===== config.mk =====
export PLATFORM = sky130hd
export DESIGN_NAME = pipe_ctrl
export DESIGN_NICKNAME = d
export VERILOG_FILES = /design/src/rtl/pipe_ctrl_pkg.sv /design/src/rtl/pipe_hazard_det.sv /design/src/rtl/pipe_ctrl.sv
export SDC_FILE = /design/constraint.sdc
export NUM_CORES = 1
export LEC_CHECK = 0
export CAP_MARGIN = 40
export CORE_ASPECT_RATIO = 1.75
export CORE_MARGIN = 2
export CORE_UTILIZATION = 33
export CTS_CLUSTER_DIAMETER = 120
export CTS_CLUSTER_SIZE = 14
export DETAILED_ROUTE_END_ITERATION = 10
export HOLD_SLACK_MARGIN = 0.05
export PLACE_DENSITY = 0.92
export SLEW_MARGIN = 20
export SYNTH_ARGS = -nofsm -noshare
export SYNTH_HDL_FRONTEND = slang
export SYNTH_SLANG_ARGS = --single-unit

===== constraint.sdc =====
create_clock -name clock -period 1.9 [get_ports clock]
set_input_delay 0.19 -clock clock [delete_from_list [all_inputs] [get_ports clock]]
set_output_delay 0.19 -clock clock [all_outputs]
set_load 0.02 [all_outputs]

===== src/rtl/pipe_ctrl_pkg.sv =====
// ============================================================================
// pipe_ctrl_pkg : shared state encodings and widths for the pipeline controller
// Revision      : 1.0
// ============================================================================
`default_nettype none

package pipe_ctrl_pkg;

  localparam int unsigned REG_W  = 5;
  localparam int unsigned WAIT_W = 8;
  localparam int unsigned CNT_W  = 32;

  typedef enum logic [1:0] {
    PC_RUN     = 2'b00,
    PC_MEMWAIT = 2'b01,
    PC_HALT    = 2'b11
  } pc_state_t;

  // Last wait_cnt value tolerated in MEMWAIT before the core is halted.
  function automatic logic [WAIT_W-1:0] wait_limit(input int unsigned max_wait);
    return WAIT_W'(max_wait - 1);
  endfunction

endpackage

`default_nettype wire


===== src/rtl/pipe_hazard_det.sv =====
// ============================================================================
// pipe_hazard_det : combinational load-use hazard detection for the ID stage
// Revision        : 1.0
// ============================================================================
`default_nettype none

module pipe_hazard_det
  import pipe_ctrl_pkg::*;
(
  input  logic [REG_W-1:0] ifid_rs,
  input  logic [REG_W-1:0] ifid_rt,
  input  logic             ifid_uses_rt,
  input  logic [REG_W-1:0] idex_rt,
  input  logic             idex_memread,
  output logic             load_use
);

  logic rs_match;
  logic rt_match;

  // $zero never carries a dependency, so a load targeting it is harmless.
  assign rs_match = (idex_rt == ifid_rs);
  assign rt_match = ifid_uses_rt & (idex_rt == ifid_rt);
  assign load_use = idex_memread & (idex_rt != '0) & (rs_match | rt_match);

endmodule

`default_nettype wire


===== src/rtl/pipe_ctrl.sv =====
// ============================================================================
// pipe_ctrl : ID-stage sequencing (advance / load-use stall / memory freeze /
//             branch flush) with bounded memory wait. Optional perf counters
//             are built when PIPE_CTRL_PERF_EN is defined.
// Revision  : 1.0
// ============================================================================
`default_nettype none

module pipe_ctrl
  import pipe_ctrl_pkg::*;
#(
  parameter int unsigned MAX_WAIT = 16
) (
  input  logic             clock,
  input  logic             reset,
  input  logic [REG_W-1:0] ifid_rs,
  input  logic [REG_W-1:0] ifid_rt,
  input  logic             ifid_uses_rt,
  input  logic [REG_W-1:0] idex_rt,
  input  logic             idex_memread,
  input  logic             exmem_memread,
  input  logic             exmem_memwrite,
  input  logic             exmem_pcsrc,
  input  logic             dmem_ready,
  output logic             pc_write,
  output logic             ifid_write,
  output logic             idex_bubble,
  output logic             ifid_flush,
  output logic             idex_flush,
  output logic             exmem_flush,
  output logic             freeze,
  output logic             halted,
  output logic [CNT_W-1:0] stall_cnt,
  output logic [CNT_W-1:0] flush_cnt
);

  localparam logic [WAIT_W-1:0] WAIT_LIMIT = wait_limit(MAX_WAIT);

  pc_state_t         state;
  pc_state_t         state_nxt;
  logic [WAIT_W-1:0] wait_cnt;
  logic [WAIT_W-1:0] wait_nxt;
  logic              load_use;
  logic              mem_busy;
  logic              mem_freeze;

  pipe_hazard_det u_hazard (
    .ifid_rs      (ifid_rs),
    .ifid_rt      (ifid_rt),
    .ifid_uses_rt (ifid_uses_rt),
    .idex_rt      (idex_rt),
    .idex_memread (idex_memread),
    .load_use     (load_use)
  );

  assign mem_busy = (exmem_memread | exmem_memwrite) & ~dmem_ready;

  always_ff @(posedge clock or negedge reset) begin
    if (!reset) begin
      state    <= PC_RUN;
      wait_cnt <= '0;
    end else begin
      state    <= state_nxt;
      wait_cnt <= wait_nxt;
    end
  end

  always_comb begin
    state_nxt   = state;
    wait_nxt    = wait_cnt;
    pc_write    = 1'b0;
    ifid_write  = 1'b0;
    idex_bubble = 1'b0;
    ifid_flush  = 1'b0;
    idex_flush  = 1'b0;
    exmem_flush = 1'b0;
    freeze      = 1'b0;
    mem_freeze  = 1'b0;

    case (state)
      PC_RUN: begin
        mem_freeze = mem_busy;
        if (mem_busy) begin
          state_nxt = PC_MEMWAIT;
          wait_nxt  = WAIT_W'(1);
        end
      end
      PC_MEMWAIT: begin
        mem_freeze = ~dmem_ready;
        if (dmem_ready) begin
          state_nxt = PC_RUN;
          wait_nxt  = '0;
        end else if (wait_cnt >= WAIT_LIMIT) begin
          state_nxt = PC_HALT;
        end else begin
          wait_nxt = wait_cnt + WAIT_W'(1);
        end
      end
      PC_HALT: begin
        mem_freeze = 1'b1;
      end
      default: begin
        mem_freeze = 1'b1;
        state_nxt  = PC_RUN;
        wait_nxt   = '0;
      end
    endcase

    // Reset forces a full hold regardless of what the pipeline presents.
    if (!reset || mem_freeze) begin
      freeze = 1'b1;
    end else if (exmem_pcsrc) begin
      pc_write    = 1'b1;
      ifid_write  = 1'b1;
      ifid_flush  = 1'b1;
      idex_flush  = 1'b1;
      exmem_flush = 1'b1;
    end else if (load_use) begin
      idex_bubble = 1'b1;
    end else begin
      pc_write   = 1'b1;
      ifid_write = 1'b1;
    end
  end

  assign halted = reset & (state == PC_HALT);

`ifdef PIPE_CTRL_PERF_EN
  always_ff @(posedge clock or negedge reset) begin
    if (!reset) begin
      stall_cnt <= '0;
      flush_cnt <= '0;
    end else begin
      if (freeze || idex_bubble) stall_cnt <= stall_cnt + CNT_W'(1);
      if (exmem_flush)           flush_cnt <= flush_cnt + CNT_W'(1);
    end
  end
`else
  assign stall_cnt = '0;
  assign flush_cnt = '0;
`endif

endmodule

`default_nettype wire


==> results by group <==
Critical path
  • Crit-path max FO: 2
  • Top cell family by delay on the critical path: buffers and inverters
  • Worst EP arrival: roughly 1.7 ns
  • Internal reg-to-reg setup slack: roughly 0.20 ns
  • CP Class: primary input to output pin
  • CP Capture Type: output pin
  • Critical Path Max Stage Delay: 0.44 ns
  • Category of the worst setup path launch point: primary input
  • Slowest cell on crit path: sky130_fd_sc_hd__clkdlybuf4s50_1
  • Depth of the worst register-to-register path: 5
  • Cell breakdown of the critical path: clkdlybuf4s50_1 -> xor2_1 -> nor4_2 -> a32oi_1 -> nor3_1 -> buf_2
  • Required time reported for the critical path endpoint: between 1.5 and 2 ns
  • Startpoint of the lowest-slack register-to-register path: state[1]
  • Crit Reg-Reg Endpoint: wait_cnt[0]
  • Worst Path Buf+Inv: 2

Routing
  • DR DRC count: 0
  • Via Count: just under 900
  • DR vias/cell: a little under 4
  • Starting DRC count in detailed routing: 7
  • Post-route ant nets: 0
  • DR WL/cell: 10.5 um
  • Number of iterations in the first detailed-routing pass: 4
  • Wire length reported by the detailed router: approximately 2400 um

Synthesis
  • Cell count after synthesis: between 100 and 150
  • Post-Syn Area: between 1000 and 1500 um^2
  • Post-synthesis sequential element count: 10
  • Prevailing post-synth register cell: sky130_fd_sc_hd__dfrtp_1
  • Synth top area cells: sky130_fd_sc_hd__buf_4, sky130_fd_sc_hd__dfrtp_1, sky130_fd_sc_hd__xor2_1
  • Synth Warn #: 0
  • Share of the synthesized area in the top cell type: 0.424
  • Mean instance size in the synthesized netlist: roughly 8.7 um^2
  • Library cell occupying the most area in the post-synthesis netlist: sky130_fd_sc_hd__buf_4
  • Proportion of synthesized chip area in sequential cells: 0.208
  • Library cells used by synthesis: 36
  • Post-synth EDFFs: 0
  • Proportion of synthesized flip-flops having asynchronous set or reset: 1.00

Placement
  • Standard cell area after detailed placement: 1380 um^2
  • Post-placement worst setup slack: -0.500 ns
  • Quantity of I/O buffers inserted on ports: 30
  • Placer Congestion: ~0.67
  • Sum of net half-perimeters after detailed placement: 2010 um
  • Cell Count Post-Placement: between 200 and 250

Power and ir drop
  • Power per unit of standard cell area: about 520 nW/um^2
  • Switching Power: approximately 0.00027 W
  • Total Power: roughly 0.00073 W
  • Clock share of power: 0.288
  • Switching power as a share of total power: 0.374
  • Reg power frac: 0.315
  • Lkg Pwr: 0.733 nW
  • P_int: about 0.00046 W
  • Proportion of power drawn by combinational gates: 0.397
  • Maximum vdd drop: approximately 310 uV

Timing
  • Tcrit/Tclk final: 0.972
  • Slew Limit Fails: 0
  • Post-layout worst setup margin: about 0.053 ns
  • Shortest period the worst path allows: 1.85 ns
  • Layout Skew: between 0.001 and 0.0015 ns
  • Final hold vios: 0
  • Maximum frequency from static timing analysis: around 540 MHz
  • Count of endpoints failing setup in the final report: 0

Clocking
  • Bufs on Longest Clock Path: 2
  • Clock transition time at the flip-flop clock pins of the worst setup and hold paths: 0.04 ns
  • Clk_lat worst skew: around 0.23 ns
  • CTS buffer count: 3
  • Cell chosen for the clock root: sky130_fd_sc_hd__clkbuf_8
  • Total number of clock tree sinks: 10
  • Maximum level of the CTS H-tree: 1
  • Clock tree from TritonCTS: yes

Global routing
  • Maximum number of pins on one net before global-route repair: 12
  • Overall Global Routing Usage: 0.109
  • Antenna violations before repair: 0
  • Via count of the first global-routing pass: slightly below 800
  • Global-route wire length before repair: between 3000 and 4000 um
  • Total gr overflow: 0

Die
  • Io pins: 95
  • Effective utilization at floorplan: 0.339
  • Die span in y: roughly 84 um
  • X dimension of the die: around 50 um
  • Die area: about 4200 um^2
  • Number of standard-cell rows in the floorplan: 29
  • Total core area: about 3600 um^2

Cells and area
  • Non-filler cells in the finished layout: between 200 and 250
  • Final design utilization: 0.398
  • Diodes inserted: 0
  • Share of cells above drive strength 1: 0.156
  • P&R area growth vs syn: 17.4%
  • Finished layout cell area: between 1000 and 1500 um^2
  • Count of nets after finishing: 205

Flow run
  • Number of max-cap violations: 0

Worst hold path
  • Type of the most critical hold path: primary input to async pin

Run status
  • Status: complete, no violations
[power groups by stage]
stage               registers, W  logic (W)  clock network (W)
global route            0.000232   0.000313           0.000231
global placement        0.000234   0.000285                  0
finish                  0.000231   0.000292           0.000211
floorplan               0.000232   0.000291                  0
detailed placement      0.000235   0.000292                  0
CTS                     0.000231   0.000289           0.000221
[cell usage after synthesis (2+ instances only)]
library cell               number
sky130_fd_sc_hd__nand2_1        2
sky130_fd_sc_hd__or4_1          2
sky130_fd_sc_hd__dfrtp_1       10
sky130_fd_sc_hd__nand2b_1       2
sky130_fd_sc_hd__mux2_1         2
sky130_fd_sc_hd__o21a_1         3
sky130_fd_sc_hd__nor2b_1        4
sky130_fd_sc_hd__nor3_1         4
sky130_fd_sc_hd__o21ai_0        2
sky130_fd_sc_hd__buf_4         68
sky130_fd_sc_hd__nor2_1         6
sky130_fd_sc_hd__a21oi_1        2
sky130_fd_sc_hd__xor2_1         9
[layer usage]
| metal | GRT usage | vias up | share of wire |
|---|---|---|---|
| li1 | - | 408 | - |
| met1 | 0.0911 | 398 | 0.29 |
| met2 | 0.215 | 76 | 0.54 |
| met3 | 0.0448 | 2 | 0.16 |
| met4 | 0.0404 | 0 | 0.0097 |
| met5 | 0 | - | 0 |
[layout make-up]
type | instances | area (um^2)
Clock buffer | 3 | 41.3
Fill cell | 367 | 2140
Inverter | 1 | 3.75
Multi-Input combinational cell | 122 | 681
Sequential cell | 10 | 250
Tap cell | 46 | 57.6
Timing Repair Buffer | 43 | 382
[cells in the final DEF, fill, tap and decap left out, types with 2 or more instances in the layout]
cell | synthesis | layout
sky130_fd_sc_hd__nor2_1 | 6 | 6
sky130_fd_sc_hd__nor2b_1 | 4 | 4
sky130_fd_sc_hd__nor3_1 | 4 | 3
sky130_fd_sc_hd__dfrtp_1 | 10 | 10
sky130_fd_sc_hd__nand2b_1 | 2 | 2
sky130_fd_sc_hd__dlygate4sd2_1 | 0 | 7
sky130_fd_sc_hd__clkbuf_8 | 0 | 3
sky130_fd_sc_hd__mux2_1 | 2 | 2
sky130_fd_sc_hd__xor2_1 | 9 | 9
sky130_fd_sc_hd__nand2_1 | 2 | 2
sky130_fd_sc_hd__conb_1 | 1 | 64
sky130_fd_sc_hd__a21oi_1 | 2 | 2
sky130_fd_sc_hd__or4_1 | 2 | 2
sky130_fd_sc_hd__nor4_2 | 1 | 2
sky130_fd_sc_hd__o21a_1 | 3 | 3
sky130_fd_sc_hd__buf_4 | 68 | 14
sky130_fd_sc_hd__dlymetal6s2s_1 | 0 | 2
sky130_fd_sc_hd__buf_2 | 0 | 2
sky130_fd_sc_hd__clkdlybuf4s50_1 | 0 | 18
[through the flow]
step,TNS (ns),hold WS [ns]
after global placement,-2.03,0.507
final,0,0.310
after floorplan,0,-0.106
after global routing,-0.0353,0.312
after detailed placement,-2.12,0.526
after CTS,-0.0248,0.308
[kinds of logic (layout without fill, tap and decap cells)]
group                    count (synthesis)  after routing  synth area share
buffers and inverters                   70             47             0.436
AND/OR/NAND/NOR                         29             29             0.142
adder cells (fa/ha/maj)                  1              1            0.0104
other                                    1             64           0.00311
multiplexers                             3              3            0.0270
AO/OA/AOI/OAI                           15             15             0.101
XOR/XNOR                                10             10            0.0727
flip-flops                              10             10             0.208
[sequential cells by signal, summed over array words and instances, names as in the netlist]
| signal | count |
|---|---|
| state | 2 |
| wait_cnt | 8 |
[timing repair]
action | 4_1_cts | 5_1_grt
setup buffers | 0 | 0
pin swaps | 2 | 3
gates resized for setup | 23 | 4
hold buffers | 0 | 0
endpoints found under the setup margin | 7 | 5
[worst max path at each step]
stage                from          end  slack (ns)  cells after the start
3_5_place_dp   idex_rt[2]   ifid_write       -0.50                      5
5_1_grt        ifid_rt[2]  idex_bubble       -0.03                      6
3_3_place_gp   idex_rt[2]   ifid_write       -0.50                      5
6_report       ifid_rt[2]  idex_bubble        0.05                      6
4_1_cts        ifid_rt[2]   ifid_write       -0.02                      6
2_1_floorplan    state[0]   idex_flush        0.03                      5
(Power assumes the default switching activity.)
